[config.mk]
export PLATFORM = sky130hd
export DESIGN_NAME = noc_merge2_rr_flat
export DESIGN_NICKNAME = d
export VERILOG_FILES = /design/src/rtl/noc_merge2_rr_if.sv /design/src/rtl/noc_merge2_rr.sv /design/src/flat_wrapper.sv
export SDC_FILE = /design/constraint.sdc
export NUM_CORES = 1
export LEC_CHECK = 0
export ABC_CLOCK_PERIOD_IN_PS = 1700
export CORE_AREA = 2 2 53 55
export DETAILED_ROUTE_END_ITERATION = 8
export DIE_AREA = 0 0 55 57
export PLACE_DENSITY = 0.86
export SLEW_MARGIN = 20
export SYNTH_ARGS = -nofsm -noshare
export SYNTH_HDL_FRONTEND = slang
export SYNTH_SLANG_ARGS = --single-unit
export TNS_END_PERCENT = 20
[constraint.sdc]
create_clock -name clk -period 1.7 [get_ports clk]
set_input_delay 0.255 -clock clk [delete_from_list [all_inputs] [get_ports clk]]
set_output_delay 0.255 -clock clk [all_outputs]
set_load 0.01 [all_outputs]
[src/rtl/noc_merge2_rr_if.sv]
// noc_merge2_rr_if: two flit input channels and one tagged output channel of the merge stage.
// Latency: none, wires only.
// Backpressure: valid/ready on every channel; slave = merge stage side, master = neighbour side.
interface noc_merge2_rr_if #(
  parameter int W = 9
);
  logic [W-1:0] in0_data;
  logic         in0_valid;
  logic         in0_ready;
  logic [W-1:0] in1_data;
  logic         in1_valid;
  logic         in1_ready;
  logic [W-1:0] out_data;
  logic         out_src;
  logic         out_valid;
  logic         out_ready;

  modport slave (
    input  in0_data, in0_valid,
    output in0_ready,
    input  in1_data, in1_valid,
    output in1_ready,
    output out_data, out_src, out_valid,
    input  out_ready
  );

  modport master (
    output in0_data, in0_valid,
    input  in0_ready,
    output in1_data, in1_valid,
    input  in1_ready,
    input  out_data, out_src, out_valid,
    output out_ready
  );
endinterface

[src/rtl/noc_merge2_rr.sv]
// noc_merge2_rr: round-robin merge of two flit streams into one source-tagged output FIFO.
// Latency: a flit accepted at edge N is at the output head after edge N (one cycle).
// Backpressure: ready only with a free slot by registered count; a same-cycle pop frees nothing.
// Optional feature macro NOC_MERGE_STATS_EN adds saturating per-input accept counters.
module noc_merge2_rr #(
  parameter int W     = 9,
  parameter int DEPTH = 2
) (
  input  logic           clk,
  input  logic           reset,
  noc_merge2_rr_if.slave bus
`ifdef NOC_MERGE_STATS_EN
  ,
  output logic [15:0]    stat_cnt0,
  output logic [15:0]    stat_cnt1
`endif
);

  localparam int CW = $clog2(DEPTH + 1);
  localparam int PW = $clog2(DEPTH);

  logic [CW-1:0] count_q, count_d;
  logic [PW-1:0] wr_ptr_q, wr_ptr_d;
  logic [PW-1:0] rd_ptr_q, rd_ptr_d;
  logic          last_grant_q, last_grant_d;
  logic [W:0]    mem_q [DEPTH];

  logic          space;
  logic          grant_vld;
  logic          grant_src;
  logic          push;
  logic          pop;
  logic [W-1:0]  push_dat;

  // Pointers wrap at DEPTH-1 explicitly so non-power-of-two depths stay correct.
  function automatic logic [PW-1:0] ptr_inc(input logic [PW-1:0] p);
    return (p == PW'(DEPTH - 1)) ? '0 : p + 1'b1;
  endfunction

  // Space looks only at the registered count: no pass-through when full.
  assign space = (count_q < CW'(DEPTH));

  // Round-robin grant: a lone requester wins, on contention the input not served last wins.
  always_comb begin
    grant_vld = bus.in0_valid | bus.in1_valid;
    grant_src = 1'b0;
    if (bus.in0_valid && bus.in1_valid) begin
      grant_src = ~last_grant_q;
    end else if (bus.in1_valid) begin
      grant_src = 1'b1;
    end
  end

  // Ready depends combinationally on valid; reset forces both low.
  assign bus.in0_ready = ~reset & space & grant_vld & ~grant_src & bus.in0_valid;
  assign bus.in1_ready = ~reset & space & grant_vld &  grant_src & bus.in1_valid;

  assign push     = bus.in0_ready | bus.in1_ready;
  assign push_dat = grant_src ? bus.in1_data : bus.in0_data;
  assign pop      = bus.out_valid & bus.out_ready;

  // Head of the FIFO is presented straight from storage at the read pointer.
  assign bus.out_valid = (count_q != '0);
  assign bus.out_src   = mem_q[rd_ptr_q][W];
  assign bus.out_data  = mem_q[rd_ptr_q][W-1:0];

  // Next-state for pointers, occupancy and the round-robin history bit.
  always_comb begin
    wr_ptr_d     = push ? ptr_inc(wr_ptr_q) : wr_ptr_q;
    rd_ptr_d     = pop  ? ptr_inc(rd_ptr_q) : rd_ptr_q;
    last_grant_d = push ? grant_src : last_grant_q;
    count_d      = count_q;
    if (push && !pop) begin
      count_d = count_q + 1'b1;
    end else if (pop && !push) begin
      count_d = count_q - 1'b1;
    end
  end

  // Control state; last_grant resets to 1 so in0 wins the first contention.
  always_ff @(posedge clk or posedge reset) begin
    if (reset) begin
      count_q      <= '0;
      wr_ptr_q     <= '0;
      rd_ptr_q     <= '0;
      last_grant_q <= 1'b1;
    end else begin
      count_q      <= count_d;
      wr_ptr_q     <= wr_ptr_d;
      rd_ptr_q     <= rd_ptr_d;
      last_grant_q <= last_grant_d;
    end
  end

  // Flit storage is never cleared; entries are tagged with the granted source index.
  always_ff @(posedge clk) begin
    if (push) begin
      mem_q[wr_ptr_q] <= {grant_src, push_dat};
    end
  end

`ifdef NOC_MERGE_STATS_EN
  logic [15:0] stat_cnt0_q;
  logic [15:0] stat_cnt1_q;

  // Per-input accept counters, saturating at all ones.
  always_ff @(posedge clk or posedge reset) begin
    if (reset) begin
      stat_cnt0_q <= '0;
      stat_cnt1_q <= '0;
    end else begin
      if (bus.in0_ready && stat_cnt0_q != 16'hFFFF) begin
        stat_cnt0_q <= stat_cnt0_q + 16'd1;
      end
      if (bus.in1_ready && stat_cnt1_q != 16'hFFFF) begin
        stat_cnt1_q <= stat_cnt1_q + 16'd1;
      end
    end
  end

  assign stat_cnt0 = stat_cnt0_q;
  assign stat_cnt1 = stat_cnt1_q;
`endif

endmodule

[src/flat_wrapper.sv]
// flat-port wrapper written by rule: the top's interface ports become plain ports
module noc_merge2_rr_flat 
#(
  parameter int W     = 9,
  parameter int DEPTH = 2
)
  (clk, reset, bus_in0_data, bus_in0_valid, bus_in0_ready, bus_in1_data, bus_in1_valid, bus_in1_ready, bus_out_data, bus_out_src, bus_out_valid, bus_out_ready);
  noc_merge2_rr_if #(.W(W)) bus_i ();
  input  logic clk;
  input  logic reset;
  input wire logic [$bits(bus_i.in0_data)-1:0] bus_in0_data;
  input wire logic [$bits(bus_i.in0_valid)-1:0] bus_in0_valid;
  output wire logic [$bits(bus_i.in0_ready)-1:0] bus_in0_ready;
  input wire logic [$bits(bus_i.in1_data)-1:0] bus_in1_data;
  input wire logic [$bits(bus_i.in1_valid)-1:0] bus_in1_valid;
  output wire logic [$bits(bus_i.in1_ready)-1:0] bus_in1_ready;
  output wire logic [$bits(bus_i.out_data)-1:0] bus_out_data;
  output wire logic [$bits(bus_i.out_src)-1:0] bus_out_src;
  output wire logic [$bits(bus_i.out_valid)-1:0] bus_out_valid;
  input wire logic [$bits(bus_i.out_ready)-1:0] bus_out_ready;
  assign bus_i.in0_data = bus_in0_data;
  assign bus_i.in0_valid = bus_in0_valid;
  assign bus_in0_ready = bus_i.in0_ready;
  assign bus_i.in1_data = bus_in1_data;
  assign bus_i.in1_valid = bus_in1_valid;
  assign bus_in1_ready = bus_i.in1_ready;
  assign bus_out_data = bus_i.out_data;
  assign bus_out_src = bus_i.out_src;
  assign bus_out_valid = bus_i.out_valid;
  assign bus_i.out_ready = bus_out_ready;
  noc_merge2_rr #(.W(W), .DEPTH(DEPTH)) u_core (.clk(clk), .reset(reset), .bus(bus_i));
endmodule
# Word-level counts from Yosys, hierarchy flattened
# Memory sizes are Yosys's and may differ from the RTL's.
# Cells that the tools add are included.
[classes] n_mux=9 addsub=4 magnitude_cmp=1 n_reduce_logical=7 bitwise_logic=12
[op_table] op="2-to-1 mux 9 bit" count=1
[op_table] op="bitwise AND 1 bit" count=7
[op_table] op="2-to-1 mux 1 bit" count=6
[op_table] op="2-to-1 mux 2 bit" count=2
[op_table] op="nonzero test 2 bit" count=2
[op_table] op="logical AND 1 bit" count=3
[op_table] op="NOT 1 bit" count=3
[op_table] op="adder 1 bit, second input constant" count=2
[op_table] op="adder 2 x 1 -> 2 bit, second input constant" count=1
[op_table] op="zero test 1 bit" count=2
[op_table] op="less-than comparator 2 bit, second input constant" count=1
[op_table] op="bitwise OR 1 bit" count=2
[op_table] op="subtractor 2 x 1 -> 2 bit, second input constant" count=1
[word_totals] reg_bits=5 input_bits=23 ram_bits=20 out_inout_bits=13 mem_count=1
[mem_list] memory="u_core.mem_q" depth=2 word_bits=10 rd=1 rd_ports_with_merged_regs=0 write_ports=1 line_no="noc_merge2_rr.sv:26" rtl="logic [W:0] mem_q [DEPTH];"

# Depth between registers and ports, before layout
# Gate-level depths: netlist of the first run.
[depth] depth_word=10 ltp_mapped=6 depth_no_buf=6

# Worst setup path before layout of the first run
# No wires, ideal clock.
[synth_path] kind="register to register" from="reg u_core.count_q[1]" to="mem u_core.mem_q[1][0] (netlist bit), enable pin" path_slack_ps=236 period_less_slack_ps=1464 arrival_ps=1121 path_stages_with_launch=4 n_path_buf=0 path_cell_list="dfrtp_1 -> nor2_1 -> o21a_1 -> and2_1"
[synth_between] elab_chain_cells=8
[synth_lines] item="start, declared" line_no="noc_merge2_rr.sv:22" rtl="logic [CW-1:0] count_q, count_d;"
[synth_lines] item="start signal, assigned" line_no="noc_merge2_rr.sv:88" rtl="count_q <= count_d;"
[synth_lines] item="less-than comparator 2 bit (*)" line_no="noc_merge2_rr.sv:41" rtl="assign space = (count_q < CW'(DEPTH));"
[synth_lines] item="bitwise AND 1 bit (*) (2 in series)" line_no="noc_merge2_rr.sv:55, noc_merge2_rr.sv:56"
[synth_lines] item="bitwise AND 1 bit (on tied branches) (2 in series)" line_no="noc_merge2_rr.sv:55, noc_merge2_rr.sv:56"
[synth_lines] item="bitwise OR 1 bit (*)" line_no="noc_merge2_rr.sv:58" rtl="assign push = bus.in0_ready | bus.in1_ready;"
[synth_lines] item="2-to-1 mux 1 bit (*)" line_no="noc_merge2_rr.sv:97" rtl="if (push) begin"
[synth_lines] item="2-to-1 mux 1 bit (not written as such) (*)" line_no="noc_merge2_rr.sv:98" rtl="mem_q[wr_ptr_q] <= {grant_src, push_dat};"
[synth_lines] item="end, declared" line_no="noc_merge2_rr.sv:26"
# Mark *: on every way between the ends. The rest lies on a longest branch, timed or not.

# Worst setup path in the final report of the first run
[layout_path] from="reg u_core.rd_ptr_q" to="out bus_out_data[3]"
[layout_between] elab_chain_cells=1
[layout_lines] item="start, declared" line_no="noc_merge2_rr.sv:24" rtl="logic [PW-1:0] rd_ptr_q, rd_ptr_d;"
[layout_lines] item="start signal, assigned" line_no="noc_merge2_rr.sv:90" rtl="rd_ptr_q <= rd_ptr_d;"
[layout_lines] item="memory read (2 x 10 bit)"
[layout_lines] item="end, declared" line_no="flat_wrapper.sv:17" rtl="output wire logic [$bits(bus_i.out_data)-1:0] bus_out_data;"
# No other way between the ends.

==> flow_summary_export.csv, run 1 <==
group,metric,value,unit
timing,finClkSkew,5.52,ps
timing,period_share,0.959,
drt,wl_met2,1.11,mm
synth,synth_cells,67,
place,gp_congestion,0.701,
worst_setup_path,end_kind,"primary output",
worst_setup_path,path_class,"flip-flop to primary output",
synth,synthTopCellsByArea,"edfxtp_1 55%, mux2_2 19%, dfrtp_1 9.1%, dfstp_2 2.4%, xor2_1 2.4%",
die,dieArea,3140,µm²
final_layout,num-fill-cells,224,
place,dp_hpwl,1.53,mm
synth,synthFlopType,"edfxtp_1",
power_and_ir_drop,p_sw_frac,0.296,
timing,whs,195,ps
place,port-buffer-count,35,
drt,first_pass_iters,4,
synth,synth.most_common_cell,"edfxtp_1",
global_routing,grt_max_degree,15,
job,drv_cap,0,
place,dp_cells,140,
cts,clk_path_buf_depth,2,
final_layout,area_growth,42.4,%
power_and_ir_drop,p_switching,0.588,mW
synth,synth_edf_count,20,
synth,synth-seq-cells,25,
die,fp.dieH,57,µm
outcome,status,"completed",
global_routing,overflow,0,
synth,syn_avg_cell_area,16.4,µm²
worst_setup_path,worst_path_max_delay_cell,"dfrtp_1",
timing,slew_violations,0,
drt,vias,716,
synth,syn_nets,91,
worst_setup_path,crit_chain,"buf_4, buf_8, mux2_2, buf_2",
drt,drt-vias-per-instance,4.94,
drt,highest_layer,"met3",
drt,met3_wirelength,100,µm
power_and_ir_drop,p_leak,0.605,nW
cts,cts-root-buf,"clkbuf_4",
synth,yosysUniqueCellTypes,20,
synth,syn-cell-area,1100,µm²
worst_setup_path,arrival,1380,ps
die,core-area,2620,µm²
synth,synth_top_area_frac,0.547,
power_and_ir_drop,clock_power_share,0.124,
cts,cts_tree,"done",
power_and_ir_drop,power.density,1270,nW/µm²
synth,synth_common_cells,"20 x edfxtp_1, 19 x mux2_2, 4 x dfrtp_1",
timing,min_period,1630,ps
final_layout,drive_above_1_share,0.386,
worst_setup_path,cp-startpoint,"u_core.rd_ptr_q",
power_and_ir_drop,comb_power_share,0.422,
drt,wl_met1,723,µm
die,rows,19,
power_and_ir_drop,total_power,1.99,mW
synth,yosysTopAreaCell,"edfxtp_1",
timing,rsz0062_at_grt,"false",
worst_setup_path,max_stage_delay,400,ps
synth,synth-seq-area-share,0.662,
power_and_ir_drop,power_frac_seq,0.454,
power_and_ir_drop,vdd_ir_drop_max,0.780,mV
drt,drt-wirelength-per-cell,13.3,µm
cts,insertion_delay,300,ps
die,start_util,0.420,
drt,totalWireLength,1.93,mm
cts,htree_levels,1,
worst_setup_path,reg2reg_from,"u_core.count_q[1]",
cts,clkSinkCount,25,
timing,relSlewSlack,0.876,
timing,worstMarginPinSlew,186,ps
timing,hold_viol,0,
final_layout,diodes,0,
synth,ys_warn_count,0,
worst_setup_path,crit_path_start_kind,"flip-flop",
global_routing,grt_usage,0.144,
timing,finalSetupViolCount,0,
die,die_w,55,µm
drt,drc,0,
drt,antenna_left,0,
worst_setup_path,rr_worst_depth,7,
worst_setup_path,worstPathRequired,1440,ps
final_layout,fin_cells,145,
cts,holdBufCountCts,0,
global_routing,first_global_vias,794,
final_layout,nNetsFinal,139,
power_and_ir_drop,p_int,1.40,mW
die,io_pins,36,
global_routing,grt_pass1_wl,3.35,mm
synth,async_flop_share,0.200,
drt,drt-initial-drc-count,5,
global_routing,antenna_found_initial,0,
timing,fmax,0.613,GHz
cts,numCtsBuffers,3,
worst_setup_path,cp_max_fo,7,
cts,clk_pin_slew_worst_paths,130,ps
min_path,hp-class,"input pin to asynchronous set/reset pin",
-- power by group through the flow --
| stage | clock network (mW) | registers [mW] | logic (mW) |
|---|---|---|---|
| finish | 0.246 | 0.904 | 0.839 |
| CTS | 0.253 | 0.902 | 0.833 |
| global placement | 0 | 0.904 | 0.866 |
| detailed placement | 0 | 0.915 | 0.890 |
| floorplan | 0 | 0.896 | 0.475 |
| global route | 0.279 | 0.920 | 0.915 |
-- registers in the layout, summed over array words and instances, names as in the netlist --
name and cells:
u_core.mem_q 20, u_core.count_q 2, u_core.last_grant_q 1, u_core.rd_ptr_q 1, u_core.wr_ptr_q 1
-- metal layers --
layer,global-route usage,vias to the layer above
met5,0,-
met4,0.0105,0
met3,0.0288,0
met2,0.270,21
met1,0.173,353
li1,-,342
-- cell type report --
type	count	area, µm²	share of cell area
Sequential cell	25	727	0.465
Timing Repair Buffer	45	413	0.264
Multi-Input combinational cell	38	350	0.224
Tap cell	31	38.8	0.0248
Clock buffer	3	22.5	0.0144
Inverter	2	7.51	0.00480
Clock inverter	1	5.00	0.00320
-- final timing paths --
path | slack [ps] | to
max in group asynchronous | 1270 | u_core.last_grant_q
hold reg to reg | 500 | u_core.wr_ptr_q
setup reg to reg | 130 | u_core.count_q[1]
setup / recovery | 70 | bus_out_data[3]
min in group clk | 500 | u_core.wr_ptr_q
hold / removal | 190 | u_core.count_q[1]
-- metrics by stage --
| step | worst slack [ps] | setup TNS (ps) | instance area [µm²] | util |
|---|---|---|---|---|
| floorplan | 236 | 0 | 1100 | - |
| global placement | -98.9 | -1450 | 1550 | 0.593 |
| detailed placement | -200 | -4650 | 1550 | 0.593 |
| CTS | 22.1 | 0 | 1550 | 0.594 |
| global route | 6.52 | 0 | 1560 | 0.598 |
| finish | 68.9 | 0 | 1560 | 0.598 |
-- worst max-delay path: cells and delay by family (launching register included) --
| kind | cells | cell delay, ps |
|---|---|---|
| multiplexers | 1 | 270 |
| flip-flops | 1 | 400 |
| buffers and inverters | 3 | 410 |
-- layout by cell type (no fill, tap or decap), types with 2 or more instances in the layout --
cell | Yosys | layout
clkdlybuf4s50_1 | 0 | 22
buf_4 | 0 | 8
xnor2_1 | 2 | 2
dfrtp_1 | 4 | 4
nand2_1 | 2 | 2
edfxtp_1 | 20 | 20
buf_2 | 1 | 6
clkdlybuf4s15_1 | 0 | 5
clkbuf_4 | 0 | 3
dlygate4sd2_1 | 0 | 2
mux2_2 | 19 | 19
a21oi_1 | 2 | 2
xor2_1 | 3 | 3
inv_1 | 2 | 2
-- kinds of logic after synthesis --
kind of cell	count (synthesis)	synth area share
buf+inv	4	0.0216
compound gates	5	0.0319
simple gates	8	0.0387
fa+ha+maj	1	0.0114
mux	19	0.195
flops	25	0.662
xor+xnor	5	0.0399
-- what timing repair did --
action                                  CTS  global route
buffers inserted                          1             0
gates resized for setup                  33             6
endpoints found under the setup margin   13            10
pin swaps                                 0             1
No activity file was read; power rests on OpenSTA's default activity.
==> run 2: changes to the inputs <==
--- a/config.mk
+++ b/config.mk
@@ -6,10 +6,10 @@
 export NUM_CORES = 1
 export LEC_CHECK = 0
 export ABC_CLOCK_PERIOD_IN_PS = 1700
-export CORE_AREA = 2 2 53 55
+export CORE_AREA = 2 2 64 66
 export DETAILED_ROUTE_END_ITERATION = 8
-export DIE_AREA = 0 0 55 57
-export PLACE_DENSITY = 0.86
+export DIE_AREA = 0 0 66 68
+export PLACE_DENSITY = 0.65
 export SLEW_MARGIN = 20
 export SYNTH_ARGS = -nofsm -noshare
 export SYNTH_HDL_FRONTEND = slang
==> run 2 against run 1 <==
Compared with the run above: critical path depth fell by 1; register-to-register slack improved by 30 ps; global-route usage fell by 5.0 points; combinational power fell by 2%; worst setup slack got worse by 12 ps; sequential cell count did not move; design area rose by 3.8%; first-iteration DRC count rose to 2.8 times the previous value; largest power group unchanged.
==> flow_summary_export.csv, run 2 (same netlist as run 1, synthesis figures left out) <==
group,metric,value,unit
final_layout,finalInstanceArea,1620,µm²
place,dp_hpwl,1.53,mm
timing,hold_viol,0,
timing,period_share,0.967,
worst_setup_path,path_class,"flip-flop to primary output",
cts,clk_path_buf_depth,2,
job,drv_cap,0,
global_routing,antenna_found_initial,0,
global_routing,overflow,0,
drt,totalWireLength,1.98,mm
drt,vias,686,
power_and_ir_drop,total_power,2.08,mW
die,fp.dieH,68,µm
drt,antenna_left,0,
cts,clkSinkCount,25,
drt,drt-vias-per-instance,4.18,
outcome,status,"completed",
cts,numCtsBuffers,3,
drt,drt-wirelength-per-cell,12.1,µm
cts,clk_pin_slew_worst_paths,90,ps
place,placed_cell_area,1570,µm²
timing,rsz0062_at_grt,"true",
worst_setup_path,reg2reg_setup_slack,160,ps
cts,htree_levels,1,
timing,finClkSkew,5.17,ps
timing,slew_violations,0,
final_layout,area_growth,47.7,%
power_and_ir_drop,p_switching,0.602,mW
timing,fmax,0.608,GHz
drt,drt-initial-drc-count,14,
drt,drc,0,
timing,finalSetupViolCount,0,
worst_setup_path,end_kind,"primary output",
final_layout,drive_above_1_share,0.333,
timing,min_period,1640,ps
worst_setup_path,worst_path_max_delay_cell,"dfrtp_1",
power_and_ir_drop,power_frac_seq,0.436,
final_layout,largest_register_ffs,20,
worst_setup_path,crit_path_start_kind,"flip-flop",
final_layout,nNetsFinal,139,
global_routing,grt_pass1_wl,3.12,mm
global_routing,grt_max_degree,15,
place,gp_congestion,0.659,
final_layout,final_common_cell,"clkdlybuf4s50_1",
final_layout,fin_cells,164,
min_path,hp-class,"input pin to asynchronous set/reset pin",
worst_setup_path,max_stage_delay,380,ps
final_layout,top_register,"u_core.mem_q",
final_layout,top_regs,"u_core.mem_q (20), u_core.count_q (2)",
global_routing,first_global_vias,708,
timing,worstMarginPinSlew,188,ps
global_routing,grtUsageMet1,0.107,
cts,cts-root-buf,"clkbuf_8",
global_routing,grt_usage,0.0940,
global_routing,grt_busiest_layer,"met2",
cts,cts_tree,"done",
power_and_ir_drop,clock_power_share,0.167,
final_layout,mostFrequentLayoutCells,"22 x clkdlybuf4s50_1, 20 x edfxtp_1, 19 x mux2_2",
drt,first_pass_iters,2,
cts,insertion_delay,270,ps
power_and_ir_drop,vdd_ir_drop_max,0.602,mV
timing,relSlewSlack,0.875,
power_and_ir_drop,p_sw_frac,0.290,
power_and_ir_drop,p_leak,0.631,nW
power_and_ir_drop,power.density,1280,nW/µm²
final_layout,num-fill-cells,372,
die,rows,23,
worst_setup_path,crit_chain,"buf_6, mux2_2, dlygate4sd2_1",
worst_setup_path,worstPathRequired,1440,ps
power_and_ir_drop,p_int,1.48,mW
die,core-area,3860,µm²
die,die_w,66,µm
place,port-buffer-count,35,
worst_setup_path,cp_max_fo,5,
die,dieArea,4490,µm²
die,start_util,0.285,
global_routing,met3_usage,0.0329,
power_and_ir_drop,comb_power_share,0.397,
die,io_pins,36,
place,dp_cells,160,
cts,holdBufCountCts,0,
global_routing,gr-usage-met2,0.167,
worst_setup_path,arrival,1390,ps
final_layout,diodes,0,
timing,setup-tns-final,0,ps
-- run 2: cell types whose count changed in the layout (fill, tap and decap cells not counted), moves of 2 or more --
cell | previous run | this run
clkbuf_4 | 3 | 0
clkbuf_8 | 0 | 3
buf_2 | 6 | 0
dlygate4sd2_1 | 2 | 5
clkdlybuf4s15_1 | 5 | 7
buf_6 | 0 | 2
-- run 2: path summary, 6_finish.rpt --
check | startpoint | endpoint | cells after the start
worst max-delay path | u_core.rd_ptr_q | bus_out_data[1] | 3
worst min-delay path | reset | u_core.count_q[1] | 2
worst max register to register | u_core.count_q[1] | u_core.count_q[1] | 7
worst min register to register | u_core.wr_ptr_q | u_core.wr_ptr_q | 1
max in group asynchronous | reset | u_core.last_grant_q | 2
min in group clk | u_core.wr_ptr_q | u_core.wr_ptr_q | 1
-- run 2: area by class of cell --
type / count / area [µm²] / share of cell area
inverters: 2 / 7.51 / 0.00463
clock buffers: 3 / 41.3 / 0.0254
flip-flops and latches: 25 / 727 / 0.448
multi-input cells: 38 / 350 / 0.216
repair buffers: 45 / 429 / 0.264
well taps: 50 / 62.6 / 0.0386
clock inverters: 1 / 5.00 / 0.00308
-- run 2: repair_timing --
item / in CTS / in global routing
resized for setup: 13 / 10
endpoints found under the setup margin: 13 / 8
setup buffers: 0 / 0
hold endpoints to repair: 0 / 0
-- run 2: through the flow --
| stage | utilization | hold slack [ps] | setup slack, ps |
|---|---|---|---|
| detailed placement | 0.407 | 471 | -164 |
| CTS | 0.416 | 236 | -151 |
| finish | 0.421 | 231 | 56.5 |
| floorplan | - | 32.8 | 236 |
| global placement | 0.407 | 465 | -105 |
| global route | 0.421 | 234 | -5.06 |
-- run 2: power by group through the flow --
stage	Combinational [mW]	Clock [mW]	Sequential, mW
after CTS	0.817	0.361	0.902
after floorplan	0.475	0	0.896
final	0.826	0.347	0.905
after global placement	0.870	0	0.905
after detailed placement	0.886	0	0.913
after global routing	0.907	0.389	0.920
-- run 2: routing by layer --
| layer | up-vias | routed length, µm |
|---|---|---|
| met5 | - | 0 |
| met1 | 322 | 799 |
| li1 | 337 | - |
| met2 | 24 | 1010 |
| met4 | 0 | 25 |
| met3 | 3 | 146 |
-- run 2: worst max-delay path, delay by kind of cell, from the launching register on --
kind | cells | cell delay (ps)
buffers and inverters | 2 | 410
multiplexers | 1 | 320
flip-flops | 1 | 380
